[src/rtl/catalog_counter_param.sv]
// catalog_counter_param
//   Parametrised synchronous up/down counter with parallel load (clamped to
//   the modulus), programmable modulus, wrap or saturate at terminal count,
//   and a cascadable ripple-carry output (RCO -> next stage T).
//
// Parameters
//   WIDTH     counter width in bits (1..32)
//   MODULUS   count range 0..MODULUS-1, 2 <= MODULUS <= 2**WIDTH
//   SATURATE  0: wrap at terminal count, 1: hold at terminal count
//
// Ports
//   CLK    in   rising-edge clock
//   CLR    in   asynchronous active-low reset
//   SCLR   in   synchronous clear (highest priority)
//   LOAD   in   synchronous parallel load of data (clamped to MODULUS-1)
//   data   in   load value
//   P, T   in   count enables (count when P & T); T also gates RCO
//   UD     in   direction, 1 = up, 0 = down
//   Qdata  out  registered count
//   RCO    out  ripple carry, T & TC (combinational)
//   TC     out  Qdata at the terminal value for the current direction
//   OVF    out  sticky wrap/blocked-count flag (only with CATALOG_CNT_OVF_EN)
//
// Build option
//   CATALOG_CNT_OVF_EN  when defined, adds the OVF output and its register.

module catalog_counter_param #(
  parameter int WIDTH    = 4,
  parameter int MODULUS  = 16,
  parameter int SATURATE = 0
) (
  input  logic             CLK,
  input  logic             CLR,
  input  logic             SCLR,
  input  logic             LOAD,
  input  logic [WIDTH-1:0] data,
  input  logic             P,
  input  logic             T,
  input  logic             UD,
  output logic [WIDTH-1:0] Qdata,
  output logic             RCO,
`ifdef CATALOG_CNT_OVF_EN
  output logic             TC,
  output logic             OVF
`else
  output logic             TC
`endif
);

  // MODULUS = 2**WIDTH truncates to all-ones, which gives natural binary wrap.
  localparam logic [WIDTH-1:0] MAXV = WIDTH'(MODULUS - 1);

  logic [WIDTH-1:0] term;
  logic [WIDTH-1:0] q_next;
  logic             cnt_en;

  assign cnt_en = P & T;
  assign term   = UD ? MAXV : '0;
  assign TC     = (Qdata == term);
  assign RCO    = T & TC;

  always_comb begin
    q_next = Qdata;
    if (SCLR) begin
      q_next = '0;
    end else if (LOAD) begin
      q_next = (data > MAXV) ? MAXV : data;
    end else if (cnt_en) begin
      if (UD) begin
        if (Qdata == MAXV) q_next = (SATURATE != 0) ? MAXV : '0;
        else               q_next = Qdata + WIDTH'(1);
      end else begin
        if (Qdata == '0)   q_next = (SATURATE != 0) ? '0 : MAXV;
        else               q_next = Qdata - WIDTH'(1);
      end
    end
  end

  always_ff @(posedge CLK or negedge CLR) begin
    if (!CLR) Qdata <= '0;
    else      Qdata <= q_next;
  end

`ifdef CATALOG_CNT_OVF_EN
  // A count attempted while already at the terminal value is exactly the
  // wrap (SATURATE=0) or blocked (SATURATE=1) case.
  always_ff @(posedge CLK or negedge CLR) begin
    if (!CLR)                    OVF <= 1'b0;
    else if (SCLR || LOAD)       OVF <= 1'b0;
    else if (cnt_en && TC)       OVF <= 1'b1;
  end
`endif

endmodule
[config.mk]
export PLATFORM = sky130hd
export DESIGN_NAME = catalog_counter_param
export DESIGN_NICKNAME = d
export VERILOG_FILES = /design/src/rtl/catalog_counter_param.sv
export SDC_FILE = /design/constraint.sdc
export NUM_CORES = 1
export LEC_CHECK = 0
export ABC_CLOCK_PERIOD_IN_PS = 1400
export BUFFER_PORTS_ARGS = -buffer_cell sky130_fd_sc_hd__buf_2
export CAP_MARGIN = 10
export CORE_AREA = 2 2 39 41
export DETAILED_ROUTE_END_ITERATION = 6
export DIE_AREA = 0 0 41 43
export HOLD_SLACK_MARGIN = 0.12
export PLACE_DENSITY_LB_ADDON = 0.25
export SLEW_MARGIN = 20
export SYNTH_ARGS = -nofsm -noshare
export SYNTH_HDL_FRONTEND = slang
export SYNTH_SLANG_ARGS = --single-unit
[constraint.sdc]
create_clock -name CLK -period 1.4 [get_ports CLK]
set_input_delay 0.21 -clock CLK [delete_from_list [all_inputs] [get_ports CLK]]
set_output_delay 0.21 -clock CLK [all_outputs]
set_load 0.005 [all_outputs]
; ---- After elaboration in Yosys (flattened, before gate mapping)
; Cells that the tools add are included.
[totals]
register_bits = 4
[classes]
mux = 8
bitwise_logic = 2
n_lt_le_gt_ge = 1
n_reduce_logical = 2
addsub = 2
eq_ne = 2
[ops]
columns = operator, n
row1 = two-way mux 4 bit, 8
row2 = adder 4 x 1 -> 4 bit (second input constant), 1
row3 = equality test 4 bit, 1
row4 = equality test 4 bit (second input constant), 1
row5 = greater-than comparator 4 bit (second input constant), 1
row6 = logical NOT 4 bit, 1
row7 = subtractor 4 x 1 -> 4 bit (second input constant), 1
row8 = nonzero test 3 bit, 1
row9 = AND 1 bit, 2

; ---- Longest topological paths before layout
; Gate-level depths: netlist of the first run.
[depth]
ltp_word = 6
ltp_mapped = 6

; ---- Worst setup path before layout of the first run
; No wires, ideal clock.
[synth_path]
path_type = flip-flop to output port
startpoint = register Qdata[3]
endpoint = output port RCO
t_arrival_ps = 1347
path_stages_with_launch = 5
slack_ps = -157
path_buffers = 1
cell_sequence = dfrtp_1 > buf_2 > or4_4 > a21oi_2 > and2_1
[synth_between]
elab_chain_cells = 2
[synth_rtl]
columns = element, line_no
row1 = from (decl), 40  ; output logic [WIDTH-1:0] Qdata,
row2 = from (signal assigned), 81  ; else Qdata <= q_next;
row3 = equality test 4 bit, 59  ; assign TC = (Qdata == term);
row4 = via TC, 46  ; output logic TC
row5 = AND 1 bit, 60  ; assign RCO = T & TC;
row6 = to (decl), 41  ; output logic RCO,
; The timed path passes the listed nets, and every way through them passes these cells.

; ---- Worst setup path in the final report of the first run
[layout_path]
startpoint = register Qdata[3]
endpoint = output port RCO
[layout_between]
elab_chain_cells = 2
[layout_rtl]
columns = element, line_no
row1 = equality test 4 bit, 59
row2 = AND 1 bit, 60
; Every way passes these cells.

==> run_results.csv, run 1 <==
group,metric,value,unit
setup_path,rr_startpoint,"Qdata[1]",
route,drc_errors,0,
route,vias_per_cell,5.07,
logic_synthesis,synth.cells.most_frequent,"sky130_fd_sc_hd__inv_1 (7), sky130_fd_sc_hd__ha_1 (5), sky130_fd_sc_hd__nand2_1 (5), sky130_fd_sc_hd__nor2_1 (5)",
logic_synthesis,synth_nets,70,
setup_path,reg2reg_slack,-0.10,ns
global_routing,track_usage,16.3,%
setup_path,critPathCaptureType,"primary output",
flow_run,cap_viol_max_count,0,
final_layout,area_of_the_multi_input_gates,320,µm²
floorplanning,core.rowCount,14,
final_layout,fraction_of_final_layout_cells_with_drive_strength_greater_than_1,50.0,%
logic_synthesis,dominantRegCellSynth,"sky130_fd_sc_hd__dfrtp_1",
pwr,power.ir.vdd_worst,0.000402,V
floorplanning,fp.dieArea,1760,µm²
place,placed_cells,93,
hold_path,worst_hold_startpoint,"SCLR",
route,routed_wl,1260,µm
setup_path,worstSetupStartpointType,"register",
route,wire_per_inst,12.3,µm
setup_path,rr_endpoint,"Qdata[3]",
logic_synthesis,synthMostInstantiatedCell,"sky130_fd_sc_hd__inv_1",
global_routing,largest_net_degree_at_the_start_of_global_routing,9,
timing,tightestPinTransition,0.306,ns
final_layout,largest_register_ffs,4,
global_routing,via_count_of_the_first_global_routing_pass,490,
setup_path,critical_path.n_buffers_inverters,1,
pwr,power-per-cell-area,718,nW/µm²
final_layout,diodes,0,
setup_path,largest_delay_share_family_worst_path,"simple AND/OR/NAND/NOR gates",
timing,setup_tns,-0.575,ns
floorplanning,boundaryPins,17,
setup_path,r2r_cells,5,
global_routing,grt_first_pass_wirelength,2010,µm
floorplanning,width_of_the_die,41,µm
final_layout,reg.largest.list,"Qdata: 4 flops",
logic_synthesis,netlist.area_leader.share,22.8,%
logic_synthesis,synth_seq_area_share,22.8,%
logic_synthesis,synth-edff-count,0,
final_layout,final.fill_count,140,
clock_network,cts-root-buf,"sky130_fd_sc_hd__clkbuf_4",
final_layout,largest-register,"Qdata",
route,route.vias.total,517,
setup_path,crit_required,1.19,ns
status,violations,"negative setup slack",
clock_network,cts.path.max_buffers,2,
final_layout,finalNonFillerCells,102,
logic_synthesis,synth_cells,54,
timing,finalHoldViolCount,0,
timing,final_min_period_over_clock_period,120,%
timing,fmaxAchievable,596,MHz
timing,grt_setup_unrepaired,"yes",
global_routing,antenna_found_initial,0,
logic_synthesis,netlist_area,439,µm²
clock_network,numClockSinks,4,
logic_synthesis,postSynthRegisterBits,4,
logic_synthesis,yosysWarnings,0,
final_layout,nNetsFinal,103,
final_layout,final_core_utilization,50.7,%
route,detail_route.first_pass.iterations,4,
hold_path,worstHoldPathCells,2,
logic_synthesis,syn_area_per_cell,8.13,µm²
logic_synthesis,async_sr_flop_fraction,100,%
clock_network,tritoncts_clock_tree,"done",
route,detail-route-antenna-nets,0,
clock_network,cts_buf_count,3,
global_routing,grt_overflow_total,0,
place,place_worst_setup_slack,-0.0909,ns
setup_path,worst_ep_arrival_time,1.47,ns
clock_network,clock_latency,0.24,ns
pwr,power.leakage,0.000360,µW
place,dp.final_hpwl,899,µm
status,outcome,"finished with violations",
logic_synthesis,ys_top_cells_by_area,"sky130_fd_sc_hd__dfrtp_1 (23%), sky130_fd_sc_hd__ha_1 (14%), sky130_fd_sc_hd__inv_1 (6.0%), sky130_fd_sc_hd__a21oi_1 (4.6%), sky130_fd_sc_hd__nand2_1 (4.3%)",
place,globalplace.congestion,0.717,
timing,slew_headroom,79.6,%
setup_path,worstPathCellList,"or4_4 > a21oi_2 > and2_1 > buf_2",
floorplanning,chipHeight,43,µm
clock_network,clkTransAtPathRegs,0.04,ns
hold_path,worst_hold_path_ep,"Qdata[1]",
timing,min_period,1.68,ns
floorplanning,floorplan.initialDensity,31.7,%
clock_network,h_tree_lvl_count,1,
logic_synthesis,number_of_distinct_library_cell_variants_in_the_gate_level_netlist_after_synthesis,26,
timing,finalSetupViolations,5,
floorplanning,design.core.area,1380,µm²
timing,setup_ws,-0.278,ns
logic_synthesis,post-synth-top-area-cell,"sky130_fd_sc_hd__dfrtp_1",
setup_path,timing.critical_path.slowest_cell_delay,0.48,ns
place,placement.io_buffers,16,
final_layout,area_growth,59.8,%
timing,timing.final.max_slew_violations,0,
route,drt_iter0_drc,7,
final_layout,regArea,101,µm²
setup_path,cell_at_the_slowest_stage_of_the_critical_path,"sky130_fd_sc_hd__or4_4",
hold_path,min-delay-path-class,"input port to register",
setup_path,worstSetupPathType,"register to primary output",
setup_path,critical_path.max_fanout,2,
timing,fin_worst_skew,0.00769,ns
==> repair_timing <==
item | CTS | global route
hold buffers | 1 | 0
pin swaps | 2 | 3
setup buffers | 4 | 0
resized for setup | 4 | 6
endpoints found under the setup margin | 5 | 5
endpoints found under the hold margin | 4 | 0
==> worst max-delay path by stage <==
stage | from | endpoint | slack (ns) | cells after the start
after floorplan | Qdata[2] | RCO | -0.12 | 4
after global placement | Qdata[1] | Qdata[2] | -0.08 | 6
after detailed placement | Qdata[1] | Qdata[2] | -0.09 | 6
after CTS | Qdata[3] | RCO | -0.29 | 4
after global routing | Qdata[3] | RCO | -0.34 | 4
final | Qdata[3] | RCO | -0.28 | 4
==> area by class of cell <==
cell class	instances	share of cell area (%)
Tap cell	16	2.85
Inverter	7	4.46
Multi-Input combinational cell	40	45.6
Sequential cell	4	14.4
Timing Repair Buffer	31	28.9
Clock buffer	4	3.74
==> cell usage in the layout (no fill, tap or decap), types with 3 or more instances in the layout <==
master	Yosys	final
sky130_fd_sc_hd__a21oi_1	4	4
sky130_fd_sc_hd__inv_1	7	5
sky130_fd_sc_hd__dfrtp_1	4	3
sky130_fd_sc_hd__buf_4	1	12
sky130_fd_sc_hd__buf_2	1	16
sky130_fd_sc_hd__clkbuf_4	0	3
sky130_fd_sc_hd__ha_1	5	3
sky130_fd_sc_hd__nor2_1	5	5
sky130_fd_sc_hd__nand2_1	5	5
==> worst reg2reg max path, cell delays in order, from the launching register on <==
cell,delay (ns)
sky130_fd_sc_hd__dfrtp_2,0.41
sky130_fd_sc_hd__buf_6,0.14
sky130_fd_sc_hd__or3_4,0.36
sky130_fd_sc_hd__a221oi_2,0.23
sky130_fd_sc_hd__a31oi_1,0.07
sky130_fd_sc_hd__o21a_1,0.18
==> cell families (layout without fill, tap and decap cells) <==
family	Yosys count	count (layout)	synth area share [%]
AO/OA/AOI/OAI	17	17	28.2
XOR/XNOR	2	2	3.99
adder cells (fa/ha/maj)	5	5	14.2
buffers and inverters	10	42	11.4
flip-flops	4	4	22.8
AND/OR/NAND/NOR	16	16	19.4
==> where the power goes <==
group | leakage, µW | total (µW) | internal (µW) | switching, µW
clock network | 0.0000150 | 160 | 107 | 53.0
logic | 0.000294 | 212 | 111 | 101
registers | 0.0000509 | 132 | 125 | 6.36
==> routing by layer <==
metal | vias up | share of wire, % | GRT usage [%]
met5 | - | 0 | 0
met4 | 0 | 1.2 | 8.00
met3 | 2 | 4.3 | 0.524
met2 | 23 | 52 | 26.3
met1 | 235 | 42 | 21.2
li1 | 257 | - | -
==> metrics by stage <==
step                instance area, µm²  hold WS [ns]  power [µW]
global placement                   592        0.0193         304
floorplan                          447       -0.0856         237
finish                             702         0.188         504
CTS                                677         0.186         492
detailed placement                 592        0.0216         306
global route                       702         0.191         534
(Power assumes the default switching activity.)
==> run 2, diff against run 1 <==
Settings changed: ABC_CLOCK_PERIOD_IN_PS 1400 to 1700.
Clock period 1.4 ns to 1.7 ns, I/O delays scaled along.
==> run_results.csv, run 2 (same netlist as run 1, synthesis figures left out) <==
group,metric,value,unit
place,placed_cells,86,
clock_network,clkTransAtPathRegs,0.03,ns
global_routing,grt_first_pass_wirelength,1770,µm
floorplanning,design.core.area,1380,µm²
clock_network,clock_latency,0.22,ns
final_layout,reg.largest.list,"Qdata: 4 flops",
place,place_worst_setup_slack,0.130,ns
timing,fin_worst_skew,0.00349,ns
pwr,combinational_power_share,36.1,%
clock_network,cts_buf_count,3,
final_layout,finalNonFillerCells,91,
setup_path,worstSetupStartpointType,"register",
route,routed_wl,997,µm
timing,finalSetupViolations,1,
pwr,power.leakage,0.000303,µW
setup_path,worst_ep_arrival_time,1.48,ns
status,violations,"negative setup slack",
pwr,clock_group_share_of_total_power,31.2,%
status,outcome,"finished with violations",
timing,tightestPinTransition,0.276,ns
route,met3RoutedLength,20,µm
clock_network,numClockSinks,4,
final_layout,most_frequent_standard_cell_in_the_layout_excluding_fill_and_tap_cells,"sky130_fd_sc_hd__buf_2",
timing,timing.hold.ws,0.251,ns
floorplanning,fp.dieArea,1760,µm²
pwr,power.ir.vdd_worst,0.000401,V
setup_path,cell_at_the_slowest_stage_of_the_critical_path,"sky130_fd_sc_hd__or4_4",
route,routed.top_layer,"met3",
final_layout,nNetsFinal,93,
route,route.vias.total,459,
setup_path,critical_path.max_fanout,2,
final_layout,area_growth,31.9,%
place,dp.final_hpwl,794,µm
timing,timing.final.max_slew_violations,0,
timing,finalHoldViolCount,0,
route,detail_route.first_pass.iterations,4,
global_routing,grt_overflow_total,0,
pwr,swShare,29.5,%
clock_network,h_tree_lvl_count,1,
timing,fmaxAchievable,577,MHz
route,drt_iter0_drc,7,
pwr,p_seq_share,32.7,%
clock_network,cts-root-buf,"sky130_fd_sc_hd__clkbuf_4",
setup_path,critical_path.n_buffers_inverters,1,
final_layout,diodes,0,
setup_path,worstSetupPathType,"register to primary output",
setup_path,worstPathCellList,"or4_4 > a21oi_2 > and2_1 > buf_2",
timing,min_period,1.73,ns
final_layout,largest-register,"Qdata",
clock_network,cts.path.max_buffers,2,
place,globalplace.congestion,0.768,
final_layout,largest_register_ffs,4,
place,placement.io_buffers,16,
setup_path,timing.critical_path.slowest_cell_delay,0.52,ns
flow_run,cap_viol_max_count,0,
clock_network,tritoncts_clock_tree,"done",
route,wire_per_inst,11.0,µm
timing,slew_headroom,81.6,%
setup_path,largest_delay_share_family_worst_path,"simple AND/OR/NAND/NOR gates",
route,met2_wirelength,539,µm
floorplanning,chipHeight,43,µm
global_routing,antenna_found_initial,0,
floorplanning,width_of_the_die,41,µm
route,drt-met1-wl,437,µm
floorplanning,boundaryPins,17,
route,vias_per_cell,5.04,
global_routing,track_usage,14.2,%
timing,grt_setup_unrepaired,"yes",
pwr,power-per-cell-area,597,nW/µm²
global_routing,largest_net_degree_at_the_start_of_global_routing,10,
timing,final_min_period_over_clock_period,102,%
route,detail-route-antenna-nets,0,
setup_path,critPathCaptureType,"primary output",
floorplanning,core.rowCount,14,
final_layout,fraction_of_final_layout_cells_with_drive_strength_greater_than_1,37.3,%
timing,setup_ws,-0.0332,ns
setup_path,crit_required,1.44,ns
global_routing,via_count_of_the_first_global_routing_pass,447,
hold_path,min-delay-path-class,"input port to register",
route,drc_errors,0,
pwr,power_switching,102,µW
pwr,cellInternalPower,244,µW
final_layout,most-common-layout-cells,"sky130_fd_sc_hd__buf_2 (16), sky130_fd_sc_hd__inv_1 (7), sky130_fd_sc_hd__nand2_1 (5), sky130_fd_sc_hd__nor2_1 (5), sky130_fd_sc_hd__ha_1 (5)",
pwr,fin_total_pwr,346,µW
floorplanning,floorplan.initialDensity,31.7,%
run 2: changes by cell type in the layout (fill, tap and decap cells not counted), moves of 2 or more:
cell,previous run,this run
sky130_fd_sc_hd__buf_6,2,0
sky130_fd_sc_hd__inv_1,5,7
sky130_fd_sc_hd__ha_4,2,0
sky130_fd_sc_hd__ha_1,3,5
sky130_fd_sc_hd__buf_4,12,4
run 2: per-stage QoR:
step                utilization, %  TNS, ns  area, µm²
floorplan                        -        0        439
finish                        41.9  -0.0332        579
detailed placement            38.9        0        538
global route                  41.9   -0.133        579
CTS                           41.9  -0.0484        579
global placement              38.9        0        538
run 2: worst paths after layout:
| check | from | endpoint | slack, ns | depth (start not counted) |
|---|---|---|---|---|
| max in group asynchronous | CLR | Qdata[1] | 1.21 | 2 |
| hold reg to reg | Qdata[1] | Qdata[1] | 0.76 | 2 |
| hold / removal | SCLR | Qdata[1] | 0.25 | 2 |
| setup reg to reg | Qdata[0] | Qdata[3] | 0.14 | 6 |
| setup / recovery | Qdata[3] | RCO | -0.03 | 4 |
| min in group asynchronous | CLR | Qdata[2] | 0.37 | 2 |
run 2: repair_timing:
action	4_1_cts	5_1_grt
setup buffers	1	0
hold endpoints to repair	4	0
gates resized for setup	1	0
setup endpoints to repair	1	2
pin swaps	1	0
hold buffers	1	0
run 2: power groups by stage:
stage	clock network [µW]	logic (µW)	registers, µW
finish	108	125	113
global route	126	141	114
CTS	113	126	113
detailed placement	0	119	115
global placement	0	120	115
floorplan	0	79.6	112
run 2: layer usage:
layer	up-vias	GRT usage (%)
met4	0	4.00
met3	0	3.14
met5	-	0
li1	236	-
met2	7	22.5
met1	216	18.7
run 2: area by class of cell:
type                            count  area [µm²]
Tap cell                           16        20.0
Sequential cell                     4         101
Clock buffer                        3        22.5
Inverter                            7        26.3
Fill cell                         152         805
Timing Repair Buffer               21         120
Multi-Input combinational cell     40         289
